==> src/rtl/snoop_bus_sequencer_if.sv <==
// snoop_bus_sequencer_if: links the sequencer to instruction memory and the snooping CPU caches.
// Defining SNOOP_WRITEBACK_EN adds the dirty-snooper writeback handshake.
interface snoop_bus_sequencer_if #(
    parameter int N_CPU  = 3,
    parameter int TAG_W  = 3,
    parameter int INST_W = 10,
    parameter int PC_W   = 5
);
    logic [PC_W-1:0]   imem_addr;
    logic [INST_W-1:0] imem_data;
    logic [INST_W-1:0] inst;
    logic              hab_bus;
    logic [TAG_W+1:0]  bus_in;
    logic [N_CPU-1:0]  hab_cpu;
    logic [N_CPU-1:0]  controle;
    logic              shared;
    logic [N_CPU-1:0]  cpu_shared;
    logic              busy;
    logic              done;
`ifdef SNOOP_WRITEBACK_EN
    logic [N_CPU-1:0]  cpu_dirty;
    logic              mem_req;
    logic              mem_ack;
    modport master (
        output imem_addr, inst, hab_bus, bus_in, hab_cpu, controle, shared, busy, done, mem_req,
        input  imem_data, cpu_shared, cpu_dirty, mem_ack
    );
    modport slave (
        input  imem_addr, inst, hab_bus, bus_in, hab_cpu, controle, shared, busy, done, mem_req,
        output imem_data, cpu_shared, cpu_dirty, mem_ack
    );
`else
    modport master (
        output imem_addr, inst, hab_bus, bus_in, hab_cpu, controle, shared, busy, done,
        input  imem_data, cpu_shared
    );
    modport slave (
        input  imem_addr, inst, hab_bus, bus_in, hab_cpu, controle, shared, busy, done,
        output imem_data, cpu_shared
    );
`endif
endinterface

==> src/rtl/snoop_bus_sequencer.sv <==
// snoop_bus_sequencer: fetches coherence instructions, strobes the bus, opens a snoop window and
// lets the issuing CPU complete. SNOOP_WRITEBACK_EN adds a WB stall for dirty snoopers.
module snoop_bus_sequencer #(
    parameter int N_CPU      = 3,
    parameter int ID_W       = 2,
    parameter int TAG_W      = 3,
    parameter int INST_W     = 10,
    parameter int PC_W       = 5,
    parameter int PROG_LEN   = 10,
    parameter int SNOOP_WAIT = 1
) (
    input logic clock,
    input logic clear,
    snoop_bus_sequencer_if.master sb
);
    typedef enum logic [2:0] {FETCH, DECODE, SNOOP, WAIT, COLLECT, EXEC, HALT, WB} state_t;
    // PROG_LEN == 2**PC_W truncates to 0, matching the wrapped pc after the last fetch
    localparam logic [PC_W-1:0] LAST_PC = PC_W'(PROG_LEN);
    state_t            state, next;
    logic [PC_W-1:0]   pc;
    logic [INST_W-1:0] inst;
    logic [TAG_W+1:0]  msg;
    logic [N_CPU-1:0]  controle;
    logic              shared;
    logic              started;
    logic [3:0]        cnt;
    logic [ID_W-1:0]   id;
    logic [1:0]        op;
    logic              skip;
    logic              dirty;
    logic              ack;
    assign id   = inst[INST_W-1 -: ID_W];
    assign op   = inst[INST_W-ID_W-1 -: 2];
    assign skip = {1'b0, id} >= (ID_W+1)'(N_CPU) || op == 2'b11;
`ifdef SNOOP_WRITEBACK_EN
    logic [N_CPU-1:0] wb_mask;
    assign dirty = |(sb.cpu_dirty & ~controle);
    assign ack   = sb.mem_ack;
    always_ff @(posedge clock or posedge clear)
        if (clear)
            wb_mask <= '0;
        else if (state == COLLECT)
            wb_mask <= sb.cpu_dirty & ~controle;
`else
    assign dirty = 1'b0;
    assign ack   = 1'b0;
`endif
    always_ff @(posedge clock or posedge clear) begin
        if (clear) begin
            state    <= FETCH;
            pc       <= '0;
            inst     <= '0;
            msg      <= '0;
            controle <= '0;
            shared   <= 1'b0;
            started  <= 1'b0;
            cnt      <= '0;
        end else begin
            state <= next;
            case (state)
                FETCH: begin
                    inst    <= sb.imem_data;
                    pc      <= pc + 1'b1;
                    started <= 1'b1;
                end
                DECODE: if (!skip) begin
                    controle <= N_CPU'(1) << id;
                    msg      <= {op, inst[TAG_W-1:0]};
                end
                SNOOP:   cnt <= 4'(SNOOP_WAIT);
                WAIT:    cnt <= cnt - 1'b1;
                COLLECT: shared <= |(sb.cpu_shared & ~controle);
                default: ;
            endcase
        end
    end
    always_comb begin
        next = state;
        case (state)
            FETCH:   next = DECODE;
            DECODE:  next = skip ? (pc == LAST_PC ? HALT : FETCH) : SNOOP;
            SNOOP:   next = WAIT;
            WAIT:    next = cnt == '0 ? COLLECT : WAIT;
            COLLECT: next = dirty ? WB : EXEC;
            WB:      next = ack ? EXEC : WB;
            EXEC:    next = pc == LAST_PC ? HALT : FETCH;
            default: next = HALT;
        endcase
    end
    // Strobes and enables are pure functions of state, so a reset clears them in the same instant
    always_comb begin
        sb.imem_addr = pc;
        sb.inst      = inst;
        sb.bus_in    = msg;
        sb.controle  = controle;
        sb.shared    = shared;
        sb.hab_bus   = state == SNOOP;
        sb.hab_cpu   = (state == WAIT || state == COLLECT) ? ~controle : state == EXEC ? controle : '0;
        sb.busy      = started && state != HALT;
        sb.done      = state == HALT;
`ifdef SNOOP_WRITEBACK_EN
        sb.mem_req   = state == WB;
        if (state == WB)
            sb.hab_cpu = wb_mask;
`endif
    end
endmodule
==> src/flat_wrapper.sv <==
// flat-port wrapper written by rule: the top's interface ports become plain ports
module snoop_bus_sequencer_flat 
#(
    parameter int N_CPU      = 3,
    parameter int ID_W       = 2,
    parameter int TAG_W      = 3,
    parameter int INST_W     = 10,
    parameter int PC_W       = 5,
    parameter int PROG_LEN   = 10,
    parameter int SNOOP_WAIT = 1
)
  (clock, clear, sb_imem_addr, sb_inst, sb_hab_bus, sb_bus_in, sb_hab_cpu, sb_controle, sb_shared, sb_busy, sb_done, sb_imem_data, sb_cpu_shared);
  snoop_bus_sequencer_if #(.N_CPU(N_CPU), .TAG_W(TAG_W), .INST_W(INST_W), .PC_W(PC_W)) sb_i ();
  input logic clock;
  input logic clear;
  output wire logic [$bits(sb_i.imem_addr)-1:0] sb_imem_addr;
  output wire logic [$bits(sb_i.inst)-1:0] sb_inst;
  output wire logic [$bits(sb_i.hab_bus)-1:0] sb_hab_bus;
  output wire logic [$bits(sb_i.bus_in)-1:0] sb_bus_in;
  output wire logic [$bits(sb_i.hab_cpu)-1:0] sb_hab_cpu;
  output wire logic [$bits(sb_i.controle)-1:0] sb_controle;
  output wire logic [$bits(sb_i.shared)-1:0] sb_shared;
  output wire logic [$bits(sb_i.busy)-1:0] sb_busy;
  output wire logic [$bits(sb_i.done)-1:0] sb_done;
  input wire logic [$bits(sb_i.imem_data)-1:0] sb_imem_data;
  input wire logic [$bits(sb_i.cpu_shared)-1:0] sb_cpu_shared;
  assign sb_imem_addr = sb_i.imem_addr;
  assign sb_inst = sb_i.inst;
  assign sb_hab_bus = sb_i.hab_bus;
  assign sb_bus_in = sb_i.bus_in;
  assign sb_hab_cpu = sb_i.hab_cpu;
  assign sb_controle = sb_i.controle;
  assign sb_shared = sb_i.shared;
  assign sb_busy = sb_i.busy;
  assign sb_done = sb_i.done;
  assign sb_i.imem_data = sb_imem_data;
  assign sb_i.cpu_shared = sb_cpu_shared;
  snoop_bus_sequencer #(.N_CPU(N_CPU), .ID_W(ID_W), .TAG_W(TAG_W), .INST_W(INST_W), .PC_W(PC_W), .PROG_LEN(PROG_LEN), .SNOOP_WAIT(SNOOP_WAIT)) u_core (.clock(clock), .clear(clear), .sb(sb_i));
endmodule
==> config.mk <==
export PLATFORM = sky130hd
export DESIGN_NAME = snoop_bus_sequencer_flat
export DESIGN_NICKNAME = d
export VERILOG_FILES = /design/src/rtl/snoop_bus_sequencer_if.sv /design/src/rtl/snoop_bus_sequencer.sv /design/src/flat_wrapper.sv
export SDC_FILE = /design/constraint.sdc
export NUM_CORES = 1
export LEC_CHECK = 0
export CAP_MARGIN = 30
export CELL_PAD_IN_SITES_DETAIL_PLACEMENT = 0
export CELL_PAD_IN_SITES_GLOBAL_PLACEMENT = 2
export CORE_ASPECT_RATIO = 0.9
export CORE_MARGIN = 1.5
export CORE_UTILIZATION = 30
export DETAILED_ROUTE_END_ITERATION = 12
export DONT_BUFFER_PORTS = 1
export GPL_TIMING_DRIVEN = 0
export PLACE_DENSITY = 0.6
export SLEW_MARGIN = 10
export SYNTH_ARGS = -nofsm -noshare
export SYNTH_HDL_FRONTEND = slang
export SYNTH_SLANG_ARGS = --single-unit
==> constraint.sdc <==
create_clock -name clock -period 2.3 [get_ports clock]
set_input_delay 0.23 -clock clock [delete_from_list [all_inputs] [get_ports clock]]
set_output_delay 0.23 -clock clock [all_outputs]
set_load 0.02 [all_outputs]
==> results.tsv <==
metric	value	unit
Post-synth EDFFs	0	
Rel. slew slack	47.8	%
Post-Route Skew	0.00622	ns
Switching Share	45.0	%
worst setup path endpoint	sb_hab_cpu[1]	
Worst-path clk slew	0.07	ns
Root Buffer	clkbuf_8	
Die H	70.4	um
fin nets	156	
most frequent cell after synthesis	dfrtp_1	
Synth Area in Compound Gates	10.3	%
Fill cells	512	
dpl hpwl	2.28	mm
setup_tns	0	ns
peak supply drop	576	uV
total core area	0.00486	mm2
FF+latch count, synth	32	
via count	978	
synth warn	0	
H-tree levels	2	
Worst R2R Setup Slack	0.72	ns
area of the multi-input gates	631	um2
Final Setup Violations	0	
CP endpoint kind	primary output	
Die W	77.9	um
Synth Area in Simple Gates	12.6	%
delay of the slowest critical-path stage	0.47	ns
syn nets	147	
r2r startpoint	u_core.sb.inst[7]$_DFFE_PP0P_	
register area	801	um2
CTS tree	built	
n_diodes	0	
share of power burned in registers	48.7	%
reg2reg path depth	3	
mux cell area share after synthesis	12.6	%
CTS sink cnt	32	
TritonCTS buffer count	5	
Synth Instances	128	
Avg Cell Area, Syn	11.8	um2
GRT Total Usage	12.4	%
Layout area overhead	13.8	%
crit-path max FO	10	
RSZ-0062 raised after global routing	no	
Slowest cell on crit path	dfrtp_1	
1st-pass router iterations	4	
worst setup path category	flip-flop to primary output	
largest net degree at the start of global routing	22	
first-pass GRT wire length	5.15	mm
I/O pins	45	
clk buf depth	2	
Post-synth top flop	dfrtp_1	
Slew @ Worst Pin	0.781	ns
fin crit period	2.04	ns
DRT iter0 DRCs	67	
die area	0.00549	mm2
Post-synth ARST share	100	%
fin crit share	88.6	%
Setup crit start kind	flip-flop	
area leader, netlist	dfrtp_1	
post-synth cell types	39	
Max Clk Rate	490	MHz
Hold WC Path Type	primary input to flip-flop	
WP data arrival	1.81	ns
vias in the first global route	1035	
grt total ovfl	0	
WL per Instance	15.3	um
DRC	0	
FP Rows	24	
Final Max Slew Viols	0	
most frequent cells after synthesis	dfrtp_1 (32), mux2_2 (16), a21oi_1 (12)	
combinational share of power	35.5	%
Worst R2R End	u_core.sb.bus_in[4]$_DFFE_PP0P_	
xor and xnor area share after synthesis	2.89	%
clock latency on the worst-skew pair	0.28	ns
initial antenna violation count	0	
area of the mapped netlist	0.00152	mm2
CP cell instances	buf_2, nor2_1, a21boi_0, a21oi_1	
cell area power density	1610	mW/mm2
routability-driven placement congestion ratio	0.681	
main combinational cell family by area after synthesis	simple AND/OR/NAND/NOR gates	
DP Area	0.00162	mm2
fin area	0.00172	mm2
top post-synthesis cells by area	dfrtp_1 (53%), mux2_2 (12%), a21oi_1 (4.0%)	
internal power	1.53	mW
post-route ant nets	0	
power share of the clock group	15.8	%
initial core utilization	31.1	%
run status	finished, final reports clean	
Max-cap violations	0	
layout cells sized above 1	22.5	%
post-synth top area share	52.8	%
Worst Setup SP	u_core.state[1]$_DFF_PP0_	
NetSw	1.25	mW
sequential share of the synthesized area	52.8	%
worst path required time	2.07	ns
routed vias/inst	4.82	
Lkg Pwr	0.738	nW
drt total wl	3.11	mm
port bufs	0	
post-synthesis adder-cell area fraction	3.30	%
final hold vios	0	
critical path: cells and delay by family, from the launching register on:
family	cells	cell delay [ns]
AO/OA/AOI/OAI	2	0.60
buffers and inverters	1	0.22
AND/OR/NAND/NOR	1	0.24
flip-flops	1	0.47
cell usage in the layout (no fill, tap or decap), types with 2 or more instances in the layout:
cell / instances
a22oi_1: 2
and3_1: 2
ha_1: 4
clkbuf_8: 6
nand2_1: 3
o21ai_0: 3
nand4_1: 2
nor3_1: 2
nand2b_1: 2
a21oi_1: 12
dfrtp_1: 32
inv_1: 11
xnor2_1: 4
nor2_1: 6
buf_6: 3
clkbuf_1: 3
mux2_2: 16
sequential cells by signal (all words and copies together), names as in the netlist:
name                 cells
u_core.sb.bus_in         5
u_core.state             3
u_core.cnt               4
u_core.sb.imem_addr      5
u_core.sb.controle       3
u_core.sb.shared         1
u_core.started           1
u_core.sb.inst          10
through the flow:
step | power (mW) | instances | setup slack [ns] | hold slack (ns) | utilization [%]
2_1_floorplan | 2.12 | 128 | 0.747 | 0.346 | -
3_3_place_gp | 2.32 | 193 | 0.563 | 0.382 | 32.8
3_5_place_dp | 2.36 | 194 | 0.574 | 0.219 | 33.4
4_1_cts | 2.82 | 203 | 0.241 | 0.0887 | 35.4
5_1_grt | 2.98 | 203 | 0.152 | 0.0802 | 35.4
6_report | 2.78 | 203 | 0.261 | 0.101 | 35.4
worst min-delay path by stage:
| stage | slack (ns) | start | to | depth (start not counted) |
|---|---|---|---|---|
| 3_3_place_gp | 0.38 | sb_imem_data[4] | u_core.sb.inst[4]$_DFFE_PP0P_ | 1 |
| 6_report | 0.10 | sb_imem_data[5] | u_core.sb.inst[5]$_DFFE_PP0P_ | 1 |
| 3_5_place_dp | 0.22 | clear | u_core.sb.inst[5]$_DFFE_PP0P_ | 1 |
| 5_1_grt | 0.08 | sb_imem_data[7] | u_core.sb.inst[7]$_DFFE_PP0P_ | 1 |
| 2_1_floorplan | 0.35 | clear | u_core.cnt[0]$_DFFE_PP0P_ | 1 |
| 4_1_cts | 0.09 | sb_imem_data[5] | u_core.sb.inst[5]$_DFFE_PP0P_ | 1 |
power by group through the flow:
stage	clock network (mW)	registers (mW)	logic, mW
detailed placement	0	1.37	0.991
global route	0.487	1.40	1.10
CTS	0.456	1.36	0.997
finish	0.438	1.35	0.985
floorplan	0	1.28	0.832
global placement	0	1.36	0.962
layout make-up:
| class | count | area share [%] |
|---|---|---|
| multi-input combinational | 80 | 36.6 |
| timing repair buffer | 2 | 2.18 |
| buffer | 5 | 2.47 |
| inverter | 11 | 2.39 |
| tap | 65 | 4.72 |
| clock buffer | 8 | 5.22 |
| sequential | 32 | 46.4 |
cell families (layout without fill, tap and decap cells):
logic type | count (synthesis) | in the layout
muxes | 17 | 17
DFF | 32 | 32
adders and majority gates | 4 | 4
and+or+nand+nor | 29 | 29
buffers and inverters | 16 | 26
AOI/OAI and AO/OA | 25 | 25
xor gates and xnor gates | 5 | 5
layer usage:
layer	vias up	part of all wire [%]	global-route usage [%]
met3	6	7.7	6.27
met2	34	44	17.9
met5	-	0	0
met1	471	46	15.7
li1	467	-	-
met4	0	1.6	4.76
timing repair:
item	in CTS	in global routing
buffers inserted	0	0
hold endpoints to repair	11	0
resized for setup	0	0
hold buffers	1	0
Note: power is estimated with default switching activity, not from simulation.
